`config.mk`:
```
export PLATFORM = sky130hd
export DESIGN_NAME = cim_bitplane_popcount
export DESIGN_NICKNAME = d
export VERILOG_FILES = /design/src/rtl/cim_pkg.sv /design/src/rtl/cim_popcount_tree.sv /design/src/rtl/cim_bitplane_popcount.sv
export SDC_FILE = /design/constraint.sdc
export NUM_CORES = 1
export LEC_CHECK = 0
export CAP_MARGIN = 20
export CORE_MARGIN = 3
export CORE_UTILIZATION = 25
export CTS_BUF_LIST = sky130_fd_sc_hd__clkbuf_16
export CTS_CLUSTER_DIAMETER = 30
export CTS_CLUSTER_SIZE = 40
export DETAILED_ROUTE_END_ITERATION = 16
export HOLD_SLACK_MARGIN = 0.15
export SLEW_MARGIN = 0
export SYNTH_ARGS = -nofsm -noshare
export SYNTH_HDL_FRONTEND = slang
export SYNTH_SLANG_ARGS = --single-unit
export TNS_END_PERCENT = 5
```
`constraint.sdc`:
```
create_clock -name clk_1MHz -period 6.95 [get_ports clk_1MHz]
set_input_delay 2.085 -clock clk_1MHz [delete_from_list [all_inputs] [get_ports clk_1MHz]]
set_output_delay 2.085 -clock clk_1MHz [all_outputs]
set_load 0.05 [all_outputs]
```
`src/rtl/cim_pkg.sv`:
```
// Shared constants, state encoding and helpers for the CIM bit-plane popcount front end.
package cim_pkg;

    localparam int unsigned ROWS  = 16;
    localparam int unsigned ABITS = 4;

    // Width needed to hold a count of 0..n inclusive.
    function automatic int unsigned count_width(input int unsigned n);
        return $clog2(n + 1);
    endfunction

    localparam int unsigned PSW = count_width(ROWS);
    localparam int unsigned BW  = (ABITS > 1) ? $clog2(ABITS) : 1;

    typedef enum logic {
        IDLE   = 1'b0,
        SERIAL = 1'b1
    } state_t;

    typedef logic [ABITS-1:0]    act_row_t;
    typedef act_row_t [ROWS-1:0] act_vec_t;

    function automatic logic [PSW-1:0] popcount(input logic [ROWS-1:0] v);
        logic [PSW-1:0] n;
        n = '0;
        for (int i = 0; i < int'(ROWS); i++) begin
            n = n + PSW'(v[i]);
        end
        return n;
    endfunction

endpackage

```
`src/rtl/cim_popcount_tree.sv`:
```
// Combinational N-input population count; shared with the multi-column array.
module cim_popcount_tree #(
    parameter int unsigned N = 16,
    parameter int unsigned W = 5
) (
    input  logic [N-1:0] bits,
    output logic [W-1:0] count
);

    always_comb begin
        count = '0;
        for (int i = 0; i < int'(N); i++) begin
            count = count + W'(bits[i]);
        end
    end

endmodule

```
`src/rtl/cim_bitplane_popcount.sv`:
```
// Serialises an activation vector MSB-plane first and emits the weighted,
// sparsity-gated popcount of each plane with first/last framing.
module cim_bitplane_popcount
    import cim_pkg::*;
(
    input  logic                  clk_1MHz,
    input  logic                  rst,
    input  logic                  w_load,
    input  logic [ROWS-1:0]       w_data,
    input  logic                  act_valid,
    output logic                  act_ready,
    input  logic [ROWS*ABITS-1:0] act_data,
    output logic [PSW-1:0]        partialSum,
    output logic                  ps_valid,
    output logic                  ps_first,
    output logic                  ps_last,
    output logic [PSW-1:0]        nz_count,
    output logic                  busy,
    output logic                  w_err
);

    state_t          state;
    logic [BW-1:0]   b;
    act_vec_t        act_reg;
    logic [ROWS-1:0] nz_mask;
    logic [ROWS-1:0] w_reg;

    act_vec_t        act_rows;
    logic            accept;
    logic            emit;
    logic [BW-1:0]   src_b;
    act_vec_t        src_act;
    logic [ROWS-1:0] src_nz;
    logic [ROWS-1:0] src_w;
    logic [ROWS-1:0] plane;
    logic [ROWS-1:0] gated;
    logic [PSW-1:0]  tree_count;

    assign act_rows  = act_data;
    assign act_ready = rst && ((state == IDLE) || (b == '0));
    assign accept    = act_valid && act_ready;

    // Select the plane driven onto the output register at the next edge:
    // either the MSB plane of a freshly accepted vector or the next stored plane.
    always_comb begin
        src_act = act_reg;
        src_nz  = nz_mask;
        src_w   = w_reg;
        src_b   = b - BW'(1);
        emit    = (state == SERIAL) && (b != '0);
        plane   = '0;
        if (accept) begin
            src_act = act_rows;
            src_w   = w_load ? w_data : w_reg;
            src_b   = BW'(ABITS - 1);
            emit    = 1'b1;
            for (int i = 0; i < int'(ROWS); i++) begin
                src_nz[i] = |act_rows[i];
            end
        end
        for (int i = 0; i < int'(ROWS); i++) begin
            plane[i] = src_act[i][src_b];
        end
        gated = src_w & src_nz & plane;
    end

    cim_popcount_tree #(
        .N(ROWS),
        .W(PSW)
    ) u_tree (
        .bits (gated),
        .count(tree_count)
    );

    always_ff @(posedge clk_1MHz or negedge rst) begin
        if (!rst) begin
            state      <= IDLE;
            b          <= '0;
            act_reg    <= '0;
            nz_mask    <= '0;
            w_reg      <= '0;
            partialSum <= '0;
            ps_valid   <= 1'b0;
            ps_first   <= 1'b0;
            ps_last    <= 1'b0;
            nz_count   <= '0;
            busy       <= 1'b0;
            w_err      <= 1'b0;
        end else begin
            state    <= emit ? SERIAL : IDLE;
            busy     <= emit;
            ps_valid <= emit;
            if (emit) begin
                b          <= src_b;
                partialSum <= tree_count;
                ps_first   <= (src_b == BW'(ABITS - 1));
                ps_last    <= (src_b == '0);
            end else begin
                b          <= '0;
                partialSum <= '0;
                ps_first   <= 1'b0;
                ps_last    <= 1'b0;
            end
            if (accept) begin
                act_reg  <= act_rows;
                nz_mask  <= src_nz;
                nz_count <= popcount(src_nz);
            end
            // Weights may only change when no plane of an in-flight vector depends on them.
            if (w_load) begin
                if ((state == IDLE) || accept) begin
                    w_reg <= w_data;
                end else begin
                    w_err <= 1'b1;
                end
            end
        end
    end

endmodule
```
==> results of run 1 <==
==> cell usage after synthesis, types with 4 or more instances <==
cell and instances:
a211o_1 8, a21oi_1 23, buf_2 23, buf_6 4, dfrtp_1 112, fa_1 20
ha_1 11, inv_1 28, mux2_2 14, mux2_4 10, mux4_2 16, nand2_1 213
nand3_1 18, nor2_1 11, nor2b_1 4, nor4_1 16, o21a_1 9, o21ai_0 20
==> per-stage QoR <==
step	util (%)	hold slack, ns	cells	total power, mW
floorplan	-	0.440	589	2.58
CTS	33.0	0.478	1003	3.76
finish	33.0	0.472	1003	3.70
detailed placement	31.6	0.460	987	3.17
global placement	31.6	0.452	987	3.11
global route	33.0	0.490	1003	4.05
==> cell families after synthesis <==
family | count (synthesis) | synth area share (%)
flip-flops | 112 | 47.2
buffers and inverters | 60 | 5.19
multiplexers | 42 | 11.6
AO/OA/AOI/OAI | 69 | 7.36
AND/OR/NAND/NOR | 272 | 19.1
adder cells (fa/ha/maj) | 31 | 9.07
XOR/XNOR | 3 | 0.443
==> worst paths after layout <==
kind	startpoint	end	slack [ns]	cells after the start
min in group asynchronous	rst	act_reg[22]	1.83	2
setup reg to reg	b[0]	partialSum[1]	1.70	15
max in group asynchronous	rst	w_reg[6]	3.80	3
hold / removal	act_reg[5]	act_reg[5]	0.47	2
hold reg to reg	act_reg[5]	act_reg[5]	0.47	2
setup / recovery	act_valid	partialSum[1]	0.46	16
==> worst max-delay path, cell delays in order <==
cell	delay [ns]
clkdlybuf4s50_1	0.45
and2_1	0.22
buf_4	0.17
nand3_2	0.14
mux2i_1	0.16
a21oi_1	0.14
ha_1	0.24
inv_1	0.06
fa_1	0.42
fa_1	0.50
fa_1	0.53
fa_1	0.52
fa_1	0.45
inv_1	0.09
fa_1	0.40
nor2b_1	0.14
==> report_power, final <==
part	switching (mW)	leakage, nW	internal [mW]
Clock	0.247	0.157	0.317
Combinational	1.13	1.94	0.987
Sequential	0.123	1.35	0.901
==> layout make-up <==
cell class                 instances  area [um2]  area share (%)
inverter                          28         105            1.38
clock inverter                     7        95.1            1.25
timing repair buffer             117        1150            15.1
tap                              313         392            5.16
sequential                       112        2800            36.9
multi-input combinational        417        2820            37.2
clock buffer                       9         225            2.97
==> routing by layer <==
| layer | global-route usage [%] | routed length [um] | up-vias |
|---|---|---|---|
| met1 | 17.3 | 7290 | 2123 |
| met3 | 3.87 | 961 | 10 |
| li1 | - | - | 2157 |
| met4 | 2.52 | 136 | 2 |
| met5 | 0 | 11 | - |
| met2 | 20.1 | 7360 | 119 |
==> reports/qor.csv, run 1 <==
stage,metric,value,unit
run_status,run status,completed,
routing,Antenna Nets Post-Route,0,
final_layout,"commonest non-fill, non-tap cell in the layout",nand2_1,
worst_setup_path,CP Capture Type,flip-flop,
final_layout,Area Growth Syn to Fin,27.9,%
placement,DPL Wire Length,11700,um
clocking,Root Buffer Master,clkbuf_16,
sta,# setup viols final,0,
final_layout,layout cells sized above 1,11.7,%
grt,vias in the first global route,4589,
synthesis,mapped cell area,0.00593,mm2
synthesis,synth warn,0,
final_layout,FILL cells,2372,
die,# rows,55,
clocking,H-tree levels,3,
clocking,CTS Buffer Depth,2,
clocking,Hold Buf Count CTS,0,
power_and_ir_drop,P_leak,3.45,nW
routing,First DRT Iteration DRCs,338,
routing,Avg WL per Cell,15.7,um
clocking,Clock Pin Slew Worst Setup and Hold Paths,0.07,ns
min_path,hold crit path type,flip-flop to flip-flop,
clocking,Post-CTS Setup Bufs,0,
sta,fin worst setup slack,0.464,ns
die,I/O pin cnt,100,
final_layout,antenna diode count,0,
placement,Place WS,0.0842,ns
final_layout,Final Instance Area,0.00759,mm2
worst_setup_path,Worst setup SP type,input pin,
synthesis,asr flop ratio synth,100,%
clocking,Worst-Skew Late Latency,0.36,ns
synthesis,sequential element share of the synthesized area,47.2,%
placement,routability cong.,0.817,
grt,global-route wire length before repair,25400,um
synthesis,syn nets,704,
sta,slew margin rel.,40.6,%
clocking,Sink Count,112,
placement,IO Port Bufs,99,
clocking,CTS tree,done,
sta,FMAX,154,MHz
worst_setup_path,WP data required,7.18,ns
final_layout,most frequent cells in the layout,"213 x nand2_1, 112 x dfrtp_1, 98 x clkdlybuf4s50_1, 28 x inv_1, 23 x a21oi_1",
routing,Pre-Repair DR Iteration Count,4,
synthesis,Post-synth EDFFs,0,
routing,via count,4411,
routing,average vias per placed instance,4.40,
die,DIE AREA,0.0256,mm2
sta,crit share post-route,93.3,%
sta,worst slew pin tran,0.892,ns
worst_setup_path,CP max FO,4,
synthesis,Syn Area/Cell,10.1,um2
synthesis,top-area cell type share of the netlist area,47.2,%
routing,Routed WL,15800,um
final_layout,nets,800,
placement,Post-DP Area,0.00727,mm2
clocking,clock buffer count from CTS,9,
synthesis,synth unique cells,40,
synthesis,Synth area leader,dfrtp_1,
power_and_ir_drop,PD cells,488,mW/mm2
grt,Overall Global Routing Usage,12.7,%
sta,Fin Clk Skew,0.00826,ns
synthesis,"top cells by area, synth","dfrtp_1 47%, nand2_1 13%, fa_1 6.7%",
synthesis,Yosys reg bits,112,
die,die height,160,um
final_layout,max reg flops,64,
worst_setup_path,WP data arrival,6.72,ns
die,Starting Density,25.8,%
synthesis,Post-Synthesis Cells,589,
sta,post-layout min period,6.49,ns
die,die width,160,um
grt,initial antenna violation count,1,
routing,# DRC,0,
sta,setup_tns,0,ns
synthesis,ys flop type,dfrtp_1,
clocking,Post-CTS Resized,0,
sta,final number of hold-violating endpoints,0,
job,max_cap viols,0,
die,core box area,0.0230,mm2
sta,Slew Limit Fails,0,
worst_setup_path,WS Path Type,input pin to flip-flop,
grt,"Remaining Overflow, GRT",0,
sta,RSZ-0062 raised after global routing,false,
grt,largest net degree at the start of global routing,72,
power_and_ir_drop,Peak supply drop,0.231,mV
Power figures use the tool's default switching activity.
==> run 2, diff against run 1 <==
Settings changed: CORE_MARGIN 3 to 2.
==> run 2 against run 1 <==
Compared with the run above:
- global-route usage is 0.63 points higher
- cell area fell by 0.40%
- first-iteration DRC count decreased by 34%
- clock-buffer cell count unchanged
- critical path depth unchanged
- die area decreased by 2.5%
- final cell count increased by 1.0%
- worst hold slack better by 0.00069 ns
- sequential share of layout area is 0.15 points higher
- largest power group unchanged
==> reports/qor.csv, run 2 (synthesis gave the netlist of run 1 again) <==
stage,metric,value,unit
run_status,run status,completed,
min_path,hold path cells,2,
placement,DPL Wire Length,11800,um
sta,worst hold slack,0.472,ns
sta,worst slew pin tran,0.836,ns
final_layout,nets,804,
worst_setup_path,R2R depth,16,
clocking,Post-CTS Resized,0,
routing,metal2 WL,7190,um
routing,Routed WL,15800,um
final_layout,most frequent cells in the layout,"213 x nand2_1, 112 x dfrtp_1, 98 x clkdlybuf4s50_1, 29 x inv_1, 23 x a21oi_1",
die,Starting Density,25.4,%
final_layout,Area Growth Syn to Fin,27.4,%
routing,top routing layer in use,met5,
final_layout,layout cells sized above 1,11.8,%
clocking,Root Buffer Master,clkbuf_16,
clocking,CTS Buffer Depth,2,
worst_setup_path,CP Capture Type,flip-flop,
clocking,Clock Pin Slew Worst Setup and Hold Paths,0.07,ns
sta,post-layout min period,6.47,ns
die,die width,158,um
worst_setup_path,CP Launch Point,act_valid,
power_and_ir_drop,PD cells,476,mW/mm2
routing,First DRT Iteration DRCs,224,
grt,largest net degree at the start of global routing,63,
power_and_ir_drop,P_leak,3.44,nW
routing,via count,4434,
routing,met1 WL,7660,um
final_layout,"commonest non-fill, non-tap cell in the layout",nand2_1,
routing,average vias per placed instance,4.38,
placement,routability cong.,0.781,
die,die height,158,um
sta,crit share post-route,93.1,%
sta,RSZ-0062 raised after global routing,false,
clocking,Post-CTS Setup Bufs,0,
job,max_cap viols,0,
clocking,CTS tree,done,
sta,final number of hold-violating endpoints,0,
die,# rows,56,
die,core box area,0.0234,mm2
placement,IO Port Bufs,99,
sta,Fin Clk Skew,0.0127,ns
routing,Antenna Nets Post-Route,0,
routing,# DRC,0,
power_and_ir_drop,Peak supply drop,0.247,mV
routing,Avg WL per Cell,15.6,um
grt,global-route wire length before repair,25300,um
worst_setup_path,reg2reg end,partialSum[1],
sta,setup_tns,0,ns
min_path,hold crit path type,flip-flop to flip-flop,
worst_setup_path,CP max FO,4,
die,I/O pin cnt,100,
routing,Pre-Repair DR Iteration Count,4,
sta,FMAX,155,MHz
clocking,H-tree levels,3,
sta,Slew Limit Fails,0,
grt,Overall Global Routing Usage,13.3,%
worst_setup_path,WS Path Type,input pin to flip-flop,
grt,"Remaining Overflow, GRT",0,
worst_setup_path,end point of the critical path,partialSum[1],
die,DIE AREA,0.0250,mm2
final_layout,FILL cells,2447,
sta,slew margin rel.,44.2,%
grt,initial antenna violation count,1,
clocking,Sink Count,112,
clocking,clock buffer count from CTS,9,
grt,vias in the first global route,4696,
sta,# setup viols final,0,
worst_setup_path,Worst setup SP type,input pin,
routing,met3 wire len,772,um
clocking,Worst-Skew Late Latency,0.35,ns
worst_setup_path,WP data required,7.17,ns
worst_setup_path,worst r2r src,b[0],
final_layout,max reg flops,64,
final_layout,antenna diode count,0,
clocking,Hold Buf Count CTS,0,
worst_setup_path,Reg2Reg Setup Slack,1.78,ns
worst_setup_path,WP data arrival,6.69,ns
-- run 2: stage by stage --
| stage | setup WS, ns | instance area, um2 | utilization (%) | total power, mW | std cells |
|---|---|---|---|---|---|
| floorplan | 0.601 | 5930 | - | 2.58 | 589 |
| global placement | 0.161 | 7300 | 31.2 | 3.10 | 997 |
| detailed placement | 0.136 | 7300 | 31.2 | 3.17 | 997 |
| CTS | 0.496 | 7560 | 32.3 | 3.66 | 1013 |
| global route | 0.272 | 7560 | 32.3 | 3.98 | 1013 |
| finish | 0.477 | 7560 | 32.3 | 3.60 | 1013 |
-- run 2: cell type report --
cell class	instances	area (um2)	area share, %
inverters	28	105	1.39
clock buffers	9	225	2.98
flip-flops and latches	112	2800	37.1
multi-input cells	417	2820	37.3
clock inverters	7	40.0	0.530
well taps	319	399	5.28
repair buffers	121	1170	15.4
-- run 2: metal layers --
layer | GRT usage [%] | vias up
met3 | 3.28 | 13
met1 | 18.3 | 2183
met2 | 21.0 | 86
met5 | 0 | -
met4 | 3.39 | 2
li1 | - | 2150
-- run 2: power by group --
part / total, mW / internal (mW) / switching [mW]
combinational: 2.09 / 0.975 / 1.12
clock: 0.480 / 0.240 / 0.240
sequential: 1.03 / 0.902 / 0.128
-- run 2: worst min path at each step --
stage,from,endpoint,slack (ns)
after global routing,act_reg[51],act_reg[51],0.50
after CTS,act_reg[17],act_reg[17],0.48
final,act_reg[63],act_reg[63],0.47
after floorplan,act_reg[13],act_reg[13],0.44
after detailed placement,act_reg[23],act_reg[23],0.46
after global placement,act_reg[52],act_reg[52],0.45
-- run 2: worst max-delay path, cell delays in order --
cell             delay (ns)
clkdlybuf4s50_1        0.45
and2_1                 0.22
buf_4                  0.18
nand3_2                0.14
mux2i_1                0.19
a21oi_1                0.06
ha_1                   0.27
inv_1                  0.04
fa_1                   0.50
fa_1                   0.44
fa_1                   0.53
fa_1                   0.52
fa_1                   0.44
inv_1                  0.08
fa_1                   0.39
nor2b_1                0.13
